`src/rtl/univ_shift_reg.sv`:
```
// ---------------------------------------------------------------------------
// univ_shift_reg
//   Parametrised universal shift register. It holds, shifts right, shifts
//   left or parallel-loads a WIDTH-bit word, and it has a clock enable and
//   serial in/out at both ends. A saturating shift counter raises a sticky
//   done flag once a full word has been shifted out.
//
// Parameters
//   WIDTH     register width in bits (WIDTH >= 2)
//   RESET_VAL value of q after reset
//
// Ports
//   clk     in   rising-edge clock
//   reset   in   synchronous, active-high reset (highest priority)
//   en      in   clock enable; 0 freezes q, cnt and done
//   mode    in   00 hold, 01 shift right, 10 shift left, 11 load
//   d       in   parallel load data
//   sin_r   in   serial input entering q[WIDTH-1] on a right shift
//   sin_l   in   serial input entering q[0] on a left shift
//   rot     in   rotate select (only acts in ROTATE_EN builds)
//   q       out  register contents (registered)
//   sout_r  out  q[0]
//   sout_l  out  q[WIDTH-1]
//   cnt     out  shifts since the last load/reset, saturating at WIDTH
//   done    out  sticky flag, set on the edge where cnt reaches WIDTH
//
// Configuration macro
//   ROTATE_EN  when defined, rot=1 during a shift feeds the outgoing bit back
//              in place of the serial input. When undefined, rot is ignored.
// ---------------------------------------------------------------------------
module univ_shift_reg #(
  parameter int               WIDTH     = 8,
  parameter logic [WIDTH-1:0] RESET_VAL = {WIDTH{1'b0}}
) (
  input  logic                       clk,
  input  logic                       reset,
  input  logic                       en,
  input  logic [1:0]                 mode,
  input  logic [WIDTH-1:0]           d,
  input  logic                       sin_r,
  input  logic                       sin_l,
  input  logic                       rot,
  output logic [WIDTH-1:0]           q,
  output logic                       sout_r,
  output logic                       sout_l,
  output logic [$clog2(WIDTH+1)-1:0] cnt,
  output logic                       done
);

  localparam int             CW      = $clog2(WIDTH + 1);
  localparam logic [CW-1:0]  CNT_MAX = CW'(WIDTH);

  localparam logic [1:0] MODE_HOLD  = 2'b00;
  localparam logic [1:0] MODE_RIGHT = 2'b01;
  localparam logic [1:0] MODE_LEFT  = 2'b10;
  localparam logic [1:0] MODE_LOAD  = 2'b11;

  // Shift right by one, with fill_bit entering at the MSB.
  function automatic logic [WIDTH-1:0] shift_right(input logic [WIDTH-1:0] v,
                                                   input logic             fill_bit);
    return {fill_bit, v[WIDTH-1:1]};
  endfunction

  // Shift left by one, with fill_bit entering at the LSB.
  function automatic logic [WIDTH-1:0] shift_left(input logic [WIDTH-1:0] v,
                                                  input logic             fill_bit);
    return {v[WIDTH-2:0], fill_bit};
  endfunction

  // Saturating increment of the shift counter.
  function automatic logic [CW-1:0] cnt_inc(input logic [CW-1:0] c);
    return (c == CNT_MAX) ? CNT_MAX : (c + {{(CW-1){1'b0}}, 1'b1});
  endfunction

  logic [WIDTH-1:0] q_r;
  logic [CW-1:0]    cnt_r;
  logic             done_r;

  logic [WIDTH-1:0] q_next_s;
  logic [CW-1:0]    cnt_next_s;
  logic             done_next_s;
  logic             fill_r_s;
  logic             fill_l_s;

`ifdef ROTATE_EN
  // Select the serial fill bits: with rotate, the bit shifted out wraps around.
  always_comb begin
    fill_r_s = sin_r;
    fill_l_s = sin_l;
    if (rot) begin
      fill_r_s = q_r[0];
      fill_l_s = q_r[WIDTH-1];
    end else begin
      fill_r_s = sin_r;
      fill_l_s = sin_l;
    end
  end
`else
  logic unused_rot_s;
  assign unused_rot_s = rot;

  // Select the serial fill bits: straight from the serial inputs.
  always_comb begin
    fill_r_s = sin_r;
    fill_l_s = sin_l;
  end
`endif

  // Decode the mode into the next register state (the enable is applied in the flop).
  always_comb begin
    q_next_s    = q_r;
    cnt_next_s  = cnt_r;
    done_next_s = done_r;
    case (mode)
      MODE_HOLD: begin
        q_next_s    = q_r;
        cnt_next_s  = cnt_r;
        done_next_s = done_r;
      end
      MODE_RIGHT: begin
        q_next_s    = shift_right(q_r, fill_r_s);
        cnt_next_s  = cnt_inc(cnt_r);
        // done is sticky; it rises on the edge where cnt reaches WIDTH
        done_next_s = done_r | (cnt_inc(cnt_r) == CNT_MAX);
      end
      MODE_LEFT: begin
        q_next_s    = shift_left(q_r, fill_l_s);
        cnt_next_s  = cnt_inc(cnt_r);
        done_next_s = done_r | (cnt_inc(cnt_r) == CNT_MAX);
      end
      MODE_LOAD: begin
        q_next_s    = d;
        cnt_next_s  = {CW{1'b0}};
        done_next_s = 1'b0;
      end
      default: begin
        q_next_s    = q_r;
        cnt_next_s  = cnt_r;
        done_next_s = done_r;
      end
    endcase
  end

  // State registers: reset wins over enable, and enable wins over mode.
  always_ff @(posedge clk) begin
    if (reset) begin
      q_r    <= RESET_VAL;
      cnt_r  <= {CW{1'b0}};
      done_r <= 1'b0;
    end else if (en) begin
      q_r    <= q_next_s;
      cnt_r  <= cnt_next_s;
      done_r <= done_next_s;
    end else begin
      q_r    <= q_r;
      cnt_r  <= cnt_r;
      done_r <= done_r;
    end
  end

  assign q      = q_r;
  assign cnt    = cnt_r;
  assign done   = done_r;
  assign sout_r = q_r[0];
  assign sout_l = q_r[WIDTH-1];

endmodule

```
`config.mk`:
```
export PLATFORM = sky130hd
export DESIGN_NAME = univ_shift_reg
export DESIGN_NICKNAME = d
export VERILOG_FILES = /design/src/rtl/univ_shift_reg.sv
export SDC_FILE = /design/constraint.sdc
export NUM_CORES = 1
export LEC_CHECK = 0
export ABC_AREA = 1
export CAP_MARGIN = 0
export CORE_MARGIN = 5
export CORE_UTILIZATION = 42
export CTS_BUF_LIST = sky130_fd_sc_hd__clkbuf_4 sky130_fd_sc_hd__clkbuf_8 sky130_fd_sc_hd__clkbuf_16
export CTS_CLUSTER_SIZE = 20
export DETAILED_ROUTE_END_ITERATION = 8
export GPL_TIMING_DRIVEN = 1
export PLACE_DENSITY = 0.86
export SKIP_CTS_REPAIR_TIMING = 1
export SYNTH_ARGS = -nofsm -noshare
export SYNTH_HDL_FRONTEND = slang
export SYNTH_SLANG_ARGS = --single-unit
```
`constraint.sdc`:
```
create_clock -name clk -period 1.5 [get_ports clk]
set_input_delay 0.45 -clock clk [delete_from_list [all_inputs] [get_ports clk]]
set_output_delay 0.45 -clock clk [all_outputs]
set_load 0.01 [all_outputs]
```
======== After elaboration in Yosys (flattened, before gate mapping) ========
Cells that the tools add are included.
Widths: inputs -> output; s select.
cells by class
  $add $sub $neg .......................... 1
  eq/ne operators ......................... 5
  multiplexer cells ....................... 4
  bitwise logic cells ..................... 2
  reduce and logical (&&, ||, !) cells .... 3
operators by type and width
  operator             number
  $pmux 8 s3           1
  $eq 4x4->1 const B   2
  $pmux 4 s2           1
  $add 4x1->4 const B  1
  $eq 2x2->1 const B   2
  $mux 4               1
  $eq 2x1->1 const B   1
  $logic_not 2->1      1
  $pmux 1 s2           1
  $reduce_and 2->1     1
  $reduce_or 2->1      1
  $not 1->1            1
  $or 1x1->1           1
storage, ports and cells
  register bits ........................... 13
  input bits .............................. 16

======== Longest topological paths before layout ========
  word-level depth ........................ 5
  gate-level depth with buffers ........... 8
  depth with buffers taken out ............ 8

======== Least setup slack after synthesis ========
No wires, ideal clock.
  path kind ............................... register -> register
  from .................................... register cnt_r[0], in the netlist cnt[0]
  to ...................................... register done_r, in the netlist done
  setup time .............................. 0.070 ns
  arrival ................................. 1.168 ns
  data required time ...................... 1.430 ns
  path slack .............................. 0.262 ns
  cell stages (with the launch flop) ...... 7
  buffers on the path ..................... 0
  path through ............................ dfxtp_1 > inv_1 > ha_1 > nand3b_1 > nor2_1 > nand2_1 > a21oi_1
on the way
  word-level cells in the longest chain between the ends .. 5
  elaborated cells on any way between the ends .. 6
ends and longest elaborated chain
  element                                           line      RTL
  start: declaration                                76        logic [CW-1:0] cnt_r;
  start signal: assignment                          148       cnt_r <= {CW{1'b0}};
  start signal: assignment                          152       cnt_r <= cnt_next_s;
  start signal: assignment                          156       cnt_r <= cnt_r;
  $add 4x1->4 / $eq 4x4->1 (equally long branches)  72        return (c == CNT_MAX) ? CNT_MAX : (c + {{(CW-1){1'b0}}, 1'b1});
  $mux 4 (*)                                        72
  $eq 4x4->1 (*)                                    124, 129
  $or 1x1->1 (*)                                    124, 129
  $pmux 1 s2 (*)                                    114       case (mode)
  end signal: assignment                            153       done_r <= done_next_s;
  end signal: assignment                            157       done_r <= done_r;
  end: declaration                                  77        logic done_r;
Every way passes the cells marked *; elsewhere a longest branch is shown, timed or not.
A chain may end at the register's enable or synchronous reset.

======== Final worst setup path ========
  from .................................... input port mode[1]
  to ...................................... register q_r[7], in the netlist q[7]
on the way
  word-level cells in the longest chain between the ends .. 3
  elaborated cells on any way between the ends .. 7
ends and longest elaborated chain
  element                                                             line  RTL
  start: declaration                                                  38    input logic [1:0] mode,
  parallel branches: the longest is 3 deep, another holds $pmux 8 s3  n/a
  end signal: assignment                                              151   q_r <= q_next_s;
  end signal: assignment                                              155   q_r <= q_r;
  end: declaration                                                    75    logic [WIDTH-1:0] q_r;
Parallel ways; which one is timed is not known.

==> results.cfg <==
[status]
outcome = finished clean

[worst_setup_path]
cp_max_fo = 10
critPathArrivalTime_ns = 1.63
worst-setup-path-type = input port to flop
r2r_end = done
rr_worst_depth = 7
max_stage_delay_ns = 0.50
end_kind = flop
cp-start-kind = input port
rrSetupSlack_ns = 0.22
crit_end = q[7]
worstPathCellList = clkdlybuf4s50_1, buf_4, nand2_2, inv_4, nand2_1, o21ai_0, inv_1, a21oi_2
cp.required_ns = 1.72
rr_startpoint = cnt[0]
slowest_stage = clkdlybuf4s50_1
startpoint = mode[1]

[yosys]
syn-mean-instance-area_sq_um = 6.97
syn_inst = 116
yosysTopAreaCellShare_pct = 32.2
ys_warn_count = 0
synth.most_common_cell = nand2_1
ys.flop_type = dfxtp_1
synth_edf_count = 0
synth.cells.most_frequent = nand2_1 (19), inv_1 (16), dfxtp_1 (13), nor2_1 (13), o21ai_1 (12)
synth_area_sq_um = 808
yosysTopAreaCell = dfxtp_1
synth_nets = 134
yosysSeqAreaShare_pct = 32.2
async_flop_share_pct = 0
synthTopCellsByArea = dfxtp_1 (32%), nand2_1 (8.8%), o21ai_1 (7.4%)
synth-seq-cells = 13
ys_types = 24

[detailed_routing]
viasPerCell = 4.90
drc = 0
via_count = 892
dr.pass1.iters = 4
drt_wl_total_um = 2010
postRouteAntennaNets = 0
drt_iter0_markers = 27
wl_per_cell_um = 11.0

[timing]
report.final.slew_viol_count = 0
hold_viol = 0
max_slew.worst_pin.slew_ns = 0.275
fmax_mhz = 708
finalCritPeriodShare_pct = 94.1
rsz0062_at_grt = no
fin_worst_skew_ns = 0.00487
slew_headroom_pct = 81.6
setup_viol = 0
period_minus_slack_ns = 1.41
timing.hold.ws_ns = 0.446
finalSetupTns_ns = 0

[power_and_ir_drop]
powerDensity_nw_per_um2 = 666
leakage_uw = 0.000736
p_total_uw = 828
ir_worst_vdd_v = 0.000470

[clock_network]
cts.sinks = 13
clock_latency_ns = 0.28
clk_pin_slew_ns = 0.09
clock-root-buffer = clkbuf_4
cts_tree = built
h-tree-depth = 1
clock_path_buffers = 2
numCtsBuffers = 3

[global_routing]
grt_usage_pct = 15.6
grt_pass1_wl_um = 3420
grt_pass1_vias = 866
antenna_found_initial = 0
grt_overflow = 0
grt_max_degree = 13

[layout]
fin_nets = 176
area_growth_pct = 53.9
drive_gt1_share_pct = 19.1
final_area_sq_um = 1240
n_antenna_cell = 0
utilization_pct = 69.8

[floorplan]
pin_count = 31
die_h_um = 53.9
die_w_um = 53.9
rows = 15
die_area_sq_um = 2900
start_util_pct = 45.3
coreArea_sq_um = 1780

[placed_design]
port_buffers = 29
dpl.hpwl_um = 1600
placed_area_sq_um = 1180
place.gp.congestion = 0.820

[run]
cap_violations = 0

[worst_hold_path]
worstHoldPathType = flop to flop
==> cell type report <==
class | count | area (sq um)
clock inverter | 1 | 5.00
clock buffer | 3 | 22.5
inverter | 20 | 80.1
sequential | 13 | 260
multi-input combinational | 79 | 427
fill | 160 | 539
timing repair buffer | 41 | 418
tap | 25 | 31.3
==> worst max-delay path, delay by kind of cell <==
| kind | cells | cell delay (ns) |
|---|---|---|
| buf+inv | 4 | 0.84 |
| compound gates | 2 | 0.20 |
| simple gates | 2 | 0.12 |
==> cells in the final DEF, fill, tap and decap left out, types with 2 or more instances in the layout <==
cell type	netlist	routed
o21ai_0	8	8
clkbuf_4	0	3
inv_4	2	2
buf_4	2	12
clkdlybuf4s50_1	0	14
dfxtp_1	13	13
nand2_2	3	3
nand2_1	19	19
dlymetal6s2s_1	0	15
inv_1	16	16
nor2_1	13	13
inv_2	2	2
nand3_1	3	3
a21oi_2	4	4
a31oi_1	2	2
o21ai_1	12	12
ha_1	2	2
a21oi_1	6	6
==> routing by layer <==
layer / vias to the layer above / GRT usage, % / share of wire [%] / routed length [um]
met3: 4 / 3.05 / 7.2 / 144
met5: - / 0 / 0 / 0
met2: 32 / 28.4 / 52 / 1050
met1: 404 / 18.0 / 39 / 790
met4: 0 / 5.11 / 1.1 / 23
li1: 452 / - / - / -
==> state kept, by name, indices dropped and copies added (netlist names) <==
| name | count |
|---|---|
| q | 8 |
| done | 1 |
| cnt | 4 |
==> cells by family (layout without fill, tap and decap cells) <==
logic type                 Yosys count  in the layout  share of synthesized area, %
AOI/OAI and AO/OA                   33             33                          22.9
and+or+nand+nor                     44             44                          26.8
adders and majority gates            2              2                          3.10
DFF                                 13             13                          32.2
buffers and inverters               24             65                          15.0
==> report_power, final <==
part | internal [uW] | switching [uW] | total [uW]
sequential | 365 | 13.7 | 378
clock | 98.8 | 120 | 218
combinational | 120 | 112 | 232
==> worst min-delay path by stage <==
stage	start	endpoint	cells past startpoint
2_1_floorplan	done	done	2
3_3_place_gp	done	done	2
3_5_place_dp	done	done	2
4_1_cts	done	done	2
5_1_grt	done	done	2
6_report	done	done	2
==> through the flow <==
stage                     instances  setup slack [ns]
final                           182            0.0879
after global routing            182            0.0132
after CTS                       182            -0.161
after detailed placement        178            -0.204
after global placement          178            -0.166
after floorplan                 116             0.262
Power figures use the tool's default switching activity.
